[src/rtl/i2c_eeprom_pkg.sv]
// Shared types and constants for the I2C EEPROM emulation slave.
package i2c_eeprom_pkg;

  typedef enum logic [3:0] {
    ST_IDLE,
    ST_DEV_ADDR,
    ST_DEV_ACK,
    ST_WORD_ADDR,
    ST_ADDR_ACK,
    ST_WR_DATA,
    ST_WR_ACK,
    ST_RD_DATA,
    ST_RD_MACK
  } i2c_state_e;

  localparam logic [6:0] I2C_DEV_ADDR_DEFAULT = 7'b1010000;
  localparam int         I2C_MEM_DEPTH        = 256;

endpackage

[src/rtl/i2c_sync_edge.sv]
// Two-flop synchronizer followed by an edge-detect flop for one bus line.
module i2c_sync_edge #(
  parameter logic RST_VAL = 1'b1
) (
  input  logic clk_i,
  input  logic rst_ni,
  input  logic d_i,
  output logic level_o,
  output logic rise_o,
  output logic fall_o
);

  logic [2:0] ff_q;

  // Reset to the idle bus level so no edge is reported when reset releases.
  always_ff @(posedge clk_i or negedge rst_ni) begin
    if (!rst_ni) begin
      ff_q <= {3{RST_VAL}};
    end else begin
      ff_q <= {ff_q[1:0], d_i};
    end
  end

  assign level_o = ff_q[1];
  assign rise_o  = ff_q[1] & ~ff_q[2];
  assign fall_o  = ~ff_q[1] & ff_q[2];

endmodule

[src/rtl/i2c_eeprom_slave.sv]
// I2C slave emulating a 256-byte serial EEPROM, oversampling SCL/SDA on clk_i.
module i2c_eeprom_slave
  import i2c_eeprom_pkg::*;
#(
  parameter logic [6:0] ADDRESS   = I2C_DEV_ADDR_DEFAULT,
  parameter int         MEM_DEPTH = I2C_MEM_DEPTH
) (
  input  logic clk_i,
  input  logic rst_ni,
  input  logic scl_i,
  input  logic sda_i,
  output logic sda_o,
  output logic sda_oe_o
);

  logic scl_lvl, scl_rise, scl_fall;
  logic sda_lvl, sda_rise, sda_fall;

  i2c_sync_edge #(.RST_VAL(1'b1)) u_sync_scl (
    .clk_i  (clk_i),
    .rst_ni (rst_ni),
    .d_i    (scl_i),
    .level_o(scl_lvl),
    .rise_o (scl_rise),
    .fall_o (scl_fall)
  );

  i2c_sync_edge #(.RST_VAL(1'b1)) u_sync_sda (
    .clk_i  (clk_i),
    .rst_ni (rst_ni),
    .d_i    (sda_i),
    .level_o(sda_lvl),
    .rise_o (sda_rise),
    .fall_o (sda_fall)
  );

  logic bus_start, bus_stop;
  assign bus_start = sda_fall & scl_lvl;
  assign bus_stop  = sda_rise & scl_lvl;

  i2c_state_e  state_q;
  logic [7:0]  ptr_q;
  logic [7:0]  sr_q;
  logic [3:0]  bit_cnt_q;
  logic        rw_q;
  logic        sda_oe_q;

  logic [7:0]  mem_q [MEM_DEPTH];
  logic [7:0]  mem_rdata;
  logic        mem_we;
  logic [7:0]  sr_d;
  logic [7:0]  ptr_d;
  logic        byte_done;

  assign sr_d      = {sr_q[6:0], sda_lvl};
  assign ptr_d     = ptr_q + 8'd1;
  assign mem_rdata = mem_q[ptr_q];
  assign byte_done = scl_fall && (bit_cnt_q == 4'd8);

  // Must mirror the FSM priority: START/STOP abort the byte before it is stored.
  assign mem_we = (state_q == ST_WR_DATA) && byte_done && !bus_start && !bus_stop;

  // Storage is deliberately outside the reset domain so contents survive rst_ni.
  always_ff @(posedge clk_i) begin
    if (mem_we) begin
      mem_q[ptr_q] <= sr_q;
    end
  end

  always_ff @(posedge clk_i or negedge rst_ni) begin
    if (!rst_ni) begin
      state_q   <= ST_IDLE;
      ptr_q     <= 8'h00;
      sr_q      <= 8'h00;
      bit_cnt_q <= 4'd0;
      rw_q      <= 1'b0;
      sda_oe_q  <= 1'b0;
    end else if (bus_start) begin
      state_q   <= ST_DEV_ADDR;
      bit_cnt_q <= 4'd0;
      sda_oe_q  <= 1'b0;
    end else if (bus_stop) begin
      state_q   <= ST_IDLE;
      bit_cnt_q <= 4'd0;
      sda_oe_q  <= 1'b0;
    end else begin
      case (state_q)
        ST_IDLE: begin
        end

        ST_DEV_ADDR: begin
          if (scl_rise && bit_cnt_q != 4'd8) begin
            sr_q      <= sr_d;
            bit_cnt_q <= bit_cnt_q + 4'd1;
          end else if (byte_done) begin
            if (sr_q[7:1] == ADDRESS) begin
              rw_q     <= sr_q[0];
              sda_oe_q <= 1'b1;
              state_q  <= ST_DEV_ACK;
            end else begin
              state_q  <= ST_IDLE;
            end
          end
        end

        ST_DEV_ACK: begin
          if (scl_fall) begin
            bit_cnt_q <= 4'd0;
            if (rw_q) begin
              // First read bit goes out on the same edge that ends the ACK.
              sr_q     <= {mem_rdata[6:0], 1'b0};
              sda_oe_q <= ~mem_rdata[7];
              state_q  <= ST_RD_DATA;
            end else begin
              sda_oe_q <= 1'b0;
              state_q  <= ST_WORD_ADDR;
            end
          end
        end

        ST_WORD_ADDR: begin
          if (scl_rise && bit_cnt_q != 4'd8) begin
            sr_q      <= sr_d;
            bit_cnt_q <= bit_cnt_q + 4'd1;
          end else if (byte_done) begin
            ptr_q    <= sr_q;
            sda_oe_q <= 1'b1;
            state_q  <= ST_ADDR_ACK;
          end
        end

        ST_ADDR_ACK, ST_WR_ACK: begin
          if (scl_fall) begin
            sda_oe_q  <= 1'b0;
            bit_cnt_q <= 4'd0;
            state_q   <= ST_WR_DATA;
          end
        end

        ST_WR_DATA: begin
          if (scl_rise && bit_cnt_q != 4'd8) begin
            sr_q      <= sr_d;
            bit_cnt_q <= bit_cnt_q + 4'd1;
          end else if (byte_done) begin
            ptr_q    <= ptr_d;
            sda_oe_q <= 1'b1;
            state_q  <= ST_WR_ACK;
          end
        end

        ST_RD_DATA: begin
          if (scl_rise && bit_cnt_q != 4'd8) begin
            bit_cnt_q <= bit_cnt_q + 4'd1;
          end else if (byte_done) begin
            sda_oe_q  <= 1'b0;
            ptr_q     <= ptr_d;
            bit_cnt_q <= 4'd0;
            state_q   <= ST_RD_MACK;
          end else if (scl_fall) begin
            sda_oe_q <= ~sr_q[7];
            sr_q     <= {sr_q[6:0], 1'b0};
          end
        end

        ST_RD_MACK: begin
          if (scl_rise) begin
            if (!sda_lvl) begin
              sr_q      <= mem_rdata;
              bit_cnt_q <= 4'd0;
              state_q   <= ST_RD_DATA;
            end else begin
              state_q   <= ST_IDLE;
            end
          end
        end

        default: begin
          state_q  <= ST_IDLE;
          sda_oe_q <= 1'b0;
        end
      endcase
    end
  end

  assign sda_o    = 1'b0;
  assign sda_oe_o = sda_oe_q;

endmodule

[config.mk]
export PLATFORM = sky130hd
export DESIGN_NAME = i2c_eeprom_slave
export DESIGN_NICKNAME = d
export VERILOG_FILES = /design/src/rtl/i2c_eeprom_pkg.sv /design/src/rtl/i2c_sync_edge.sv /design/src/rtl/i2c_eeprom_slave.sv
export SDC_FILE = /design/constraint.sdc
export NUM_CORES = 2
export LEC_CHECK = 0
export CAP_MARGIN = 20
export CORE_ASPECT_RATIO = 0.75
export CORE_MARGIN = 2
export CORE_UTILIZATION = 23
export DETAILED_ROUTE_END_ITERATION = 12
export GPL_ROUTABILITY_DRIVEN = 1
export PLACE_DENSITY = 0.45
export SYNTH_ARGS = -nofsm -noshare
export SYNTH_HDL_FRONTEND = slang
export SYNTH_SLANG_ARGS = --single-unit
[constraint.sdc]
create_clock -name clk_i -period 4.07 [get_ports clk_i]
set_input_delay 0.814 -clock clk_i [delete_from_list [all_inputs] [get_ports clk_i]]
set_output_delay 0.814 -clock clk_i [all_outputs]
set_load 0.005 [all_outputs]
==> results.toml <==
[cts]
clock_path_buffers = 4
ctsResizeCount = 0
cts_setup_buffers = 0
htreeDepth = 4
cts_tree = "built"
cts_buffers = 202
hold_buffers = 0
cts.sinks = 2080
insertion_delay_ps = 880
clkTransAtPathRegs_ps = 70
clock-root-buffer = "clkbuf_16"

[cells_and_area]
area_delta_synth_final_pct = 19.23
fillers = 35041
layout-drive-gt1-share = 0.2852
final_area_sq_um = 97380
layout.nets = 4592

[synthesis]
synth_fp_nets = 4054
synth_area_per_cell_sq_um = 20.20
yosysMostFrequentCell = "edfxtp_1"
synth-edff-count = 2048
ys_top_cells_by_count = "edfxtp_1 (2048), mux4_2 (437), nor2_1 (316)"
yosysWarnings = 0
syn_inst = 4044
yosysTopAreaCell = "edfxtp_1"
ys_seq_area_frac = 0.7629
yosys.area.top_type_share = 0.7530
ys_types = 72
synth_seq_cells = 2080
synthTopCellsByArea = "edfxtp_1 (75%), mux4_2 (12%), mux2i_1 (3.0%)"
synth_flop_cell = "edfxtp_1"
synth_area_sq_um = 81670
synth-async-reset-ratio = 0.01538

[pwr]
ir_drop_mv = 0.5604
swShare = 0.2383
switchingPower_mw = 11.46
p_clk_frac = 0.378
seq_power_share = 0.561
p_int_mw = 36.62
power_density_nw_per_um2 = 493.7
power_leakage_nw = 29.51
total_power_mw = 48.08
p_comb_frac = 0.060

[placed_design]
globalplace.congestion = 0.8466
io_buffers = 4
post-dp-hpwl_um = 171100
dpl_cell_area_sq_um = 91250

[grt]
grtUsageMet2 = 0.2016
grt_busiest_layer = "met1"
grtUsageMet1 = 0.2235
grt_util_met3 = 0.03487
grt_pass1_wl_um = 364300
grt_max_degree = 201
overflow = 0
grt_pass1_vias = 43089
antenna_found_initial = 25
grt_use_total = 0.1433

[setup_path]
start_kind = "flip-flop"
worstSetupEndpointType = "flip-flop"
critPathKind = "flip-flop to flip-flop"
crit_arrival_ps = 4680
worstPathRequired_ps = 4810
crit_chain = "buf_12 -> buf_4 -> buf_4 -> mux4_2 -> mux4_2 -> nand2_1 -> o311ai_1 -> a22oi_1 -> o211ai_1 -> a32oi_1 -> o21ai_0"
cpMaxStageDelayCell = "dfrtp_4"
cp_max_fo = 27
cpPeakStageDelay_ps = 580

[run]
maxCapViolCount = 0

[route]
vias_per_cell = 4.652
final_antenna_net_count = 0
drc = 0
dr.pass1.iters = 6
wl_per_cell_um = 28.08
vias = 43788
drtIter0Drc = 5695
wirelength_um = 264400

[sta]
fin_crit_sh = 0.9697
fmax_mhz = 253.4
fin_crit_ps = 3947
rsz0062_at_grt = "no"
relSlewSlack = 0.2221
finalHoldViolations = 0
fin_worst_skew_ps = 80.65
slew_viol_final = 0
tns_ps = 0
finalSetupViolations = 0
worst_pin_slew_ps = 1167

[die]
die_y_um = 520.1
core-area_sq_um = 353500
rows = 189
design.die.area_sq_um = 359900
ioPinCount = 6
die_w_um = 692.1
initial_core_util = 0.2310

[min_path]
min_path_type = "input pin to async pin"

[run_status]
outcome = "finished clean"
-- power by group through the flow --
stage	registers, mW	clock network, mW	logic [mW]
floorplan	28.5	0	0.121
global placement	27.4	0	2.86
detailed placement	27.5	0	3.01
CTS	27.0	18.6	3.00
global route	27.0	19.4	3.20
finish	27.0	18.2	2.90
-- per-stage QoR --
| stage | std cells | setup WS [ps] | hold WS (ps) | utilization |
|---|---|---|---|---|
| finish | 9413 | 123.4 | 49.17 | 0.2754 |
| detailed placement | 9057 | 110.7 | 351.2 | 0.2581 |
| CTS | 9409 | 47.36 | 16.37 | 0.2754 |
| floorplan | 4044 | 34.67 | 345.2 | - |
| global placement | 9057 | 85.66 | 350.7 | 0.2581 |
| global route | 9409 | 17.60 | 57.55 | 0.2754 |
-- flip-flops by register name (all words and copies together) (netlist names) --
register         count
ptr_q                8
sr_q                 8
state_q              4
sda_oe_o             1
mem_q             2048
u_sync_sda.ff_q      3
bit_cnt_q            4
u_sync_scl.ff_q      3
rw_q                 1
-- layer usage --
layer / part of all wire / routed length, um / up-vias
met5: 0.00025 / 67 / -
met3: 0.090 / 23720 / 293
met2: 0.42 / 110400 / 1829
met4: 0.015 / 4058 / 8
li1: - / - / 17804
met1: 0.48 / 126200 / 23854
-- path summary, 6_finish.rpt --
check / cells after the start / to / from / slack, ps
setup / recovery: 11 / sr_q[0] / ptr_q[0] / 120
hold / removal: 1 / bit_cnt_q[3] / rst_ni / 50
setup reg to reg: 11 / sr_q[0] / ptr_q[0] / 120
hold reg to reg: 0 / u_sync_scl.ff_q[1] / u_sync_scl.ff_q[0] / 360
max in group asynchronous: 1 / sr_q[2] / rst_ni / 3340
min in group clk_i: 1 / u_sync_scl.ff_q[0] / scl_i / 340
-- worst max-delay path: cells and delay by family (launching register included) --
| family | cells | cell delay (ps) |
|---|---|---|
| buf+inv | 3 | 720 |
| compound gates | 5 | 1050 |
| flops | 1 | 580 |
| simple gates | 1 | 300 |
| mux | 2 | 1090 |
-- layout by cell type (no fill, tap or decap), drive strengths merged, types with 8 or more instances in the layout --
| master | count |
|---|---|
| o311ai | 8 |
| bufinv | 12 |
| nand2 | 144 |
| dfrtp | 26 |
| a22oi | 110 |
| nor2b | 12 |
| nor4 | 14 |
| buf | 576 |
| clkbuf | 261 |
| mux2i | 243 |
| nor3 | 19 |
| a21oi | 58 |
| a221oi | 20 |
| mux2 | 22 |
| a22o | 14 |
| a31oi | 21 |
| and3 | 12 |
| nor2 | 316 |
| edfxtp | 2048 |
| clkinv | 75 |
| inv | 17 |
| o21ai | 44 |
| nand3 | 53 |
| o211ai | 15 |
| nand2b | 8 |
| o221ai | 12 |
| o22ai | 20 |
| nand4 | 9 |
| mux4 | 437 |
-- area by class of cell --
type / instances / area [sq um] / share of cell area
diodes: 4 / 10.01 / 0.0001028
repair buffers: 579 / 4927 / 0.05060
clock inverters: 91 / 755.7 / 0.007761
flip-flops and latches: 2080 / 62350 / 0.6403
well taps: 4679 / 5854 / 0.06012
clock buffers: 261 / 5361 / 0.05506
multi-input cells: 1704 / 18050 / 0.1854
inverters: 15 / 61.31 / 0.0006296
-- kinds of logic (layout without fill, tap and decap cells) --
family                   Yosys count  count (layout)  share of synthesized area
buffers and inverters            260             946                    0.01757
AND/OR/NAND/NOR                  614             614                    0.03231
flip-flops                      2080            2080                     0.7629
other                              1               5                 0.00004591
multiplexers                     702             702                     0.1533
XOR/XNOR                           1               1                  0.0001073
AO/OA/AOI/OAI                    380             380                    0.03285
adder cells (fa/ha/maj)            6               6                  0.0009191
Note: power is estimated with default switching activity, not from simulation.
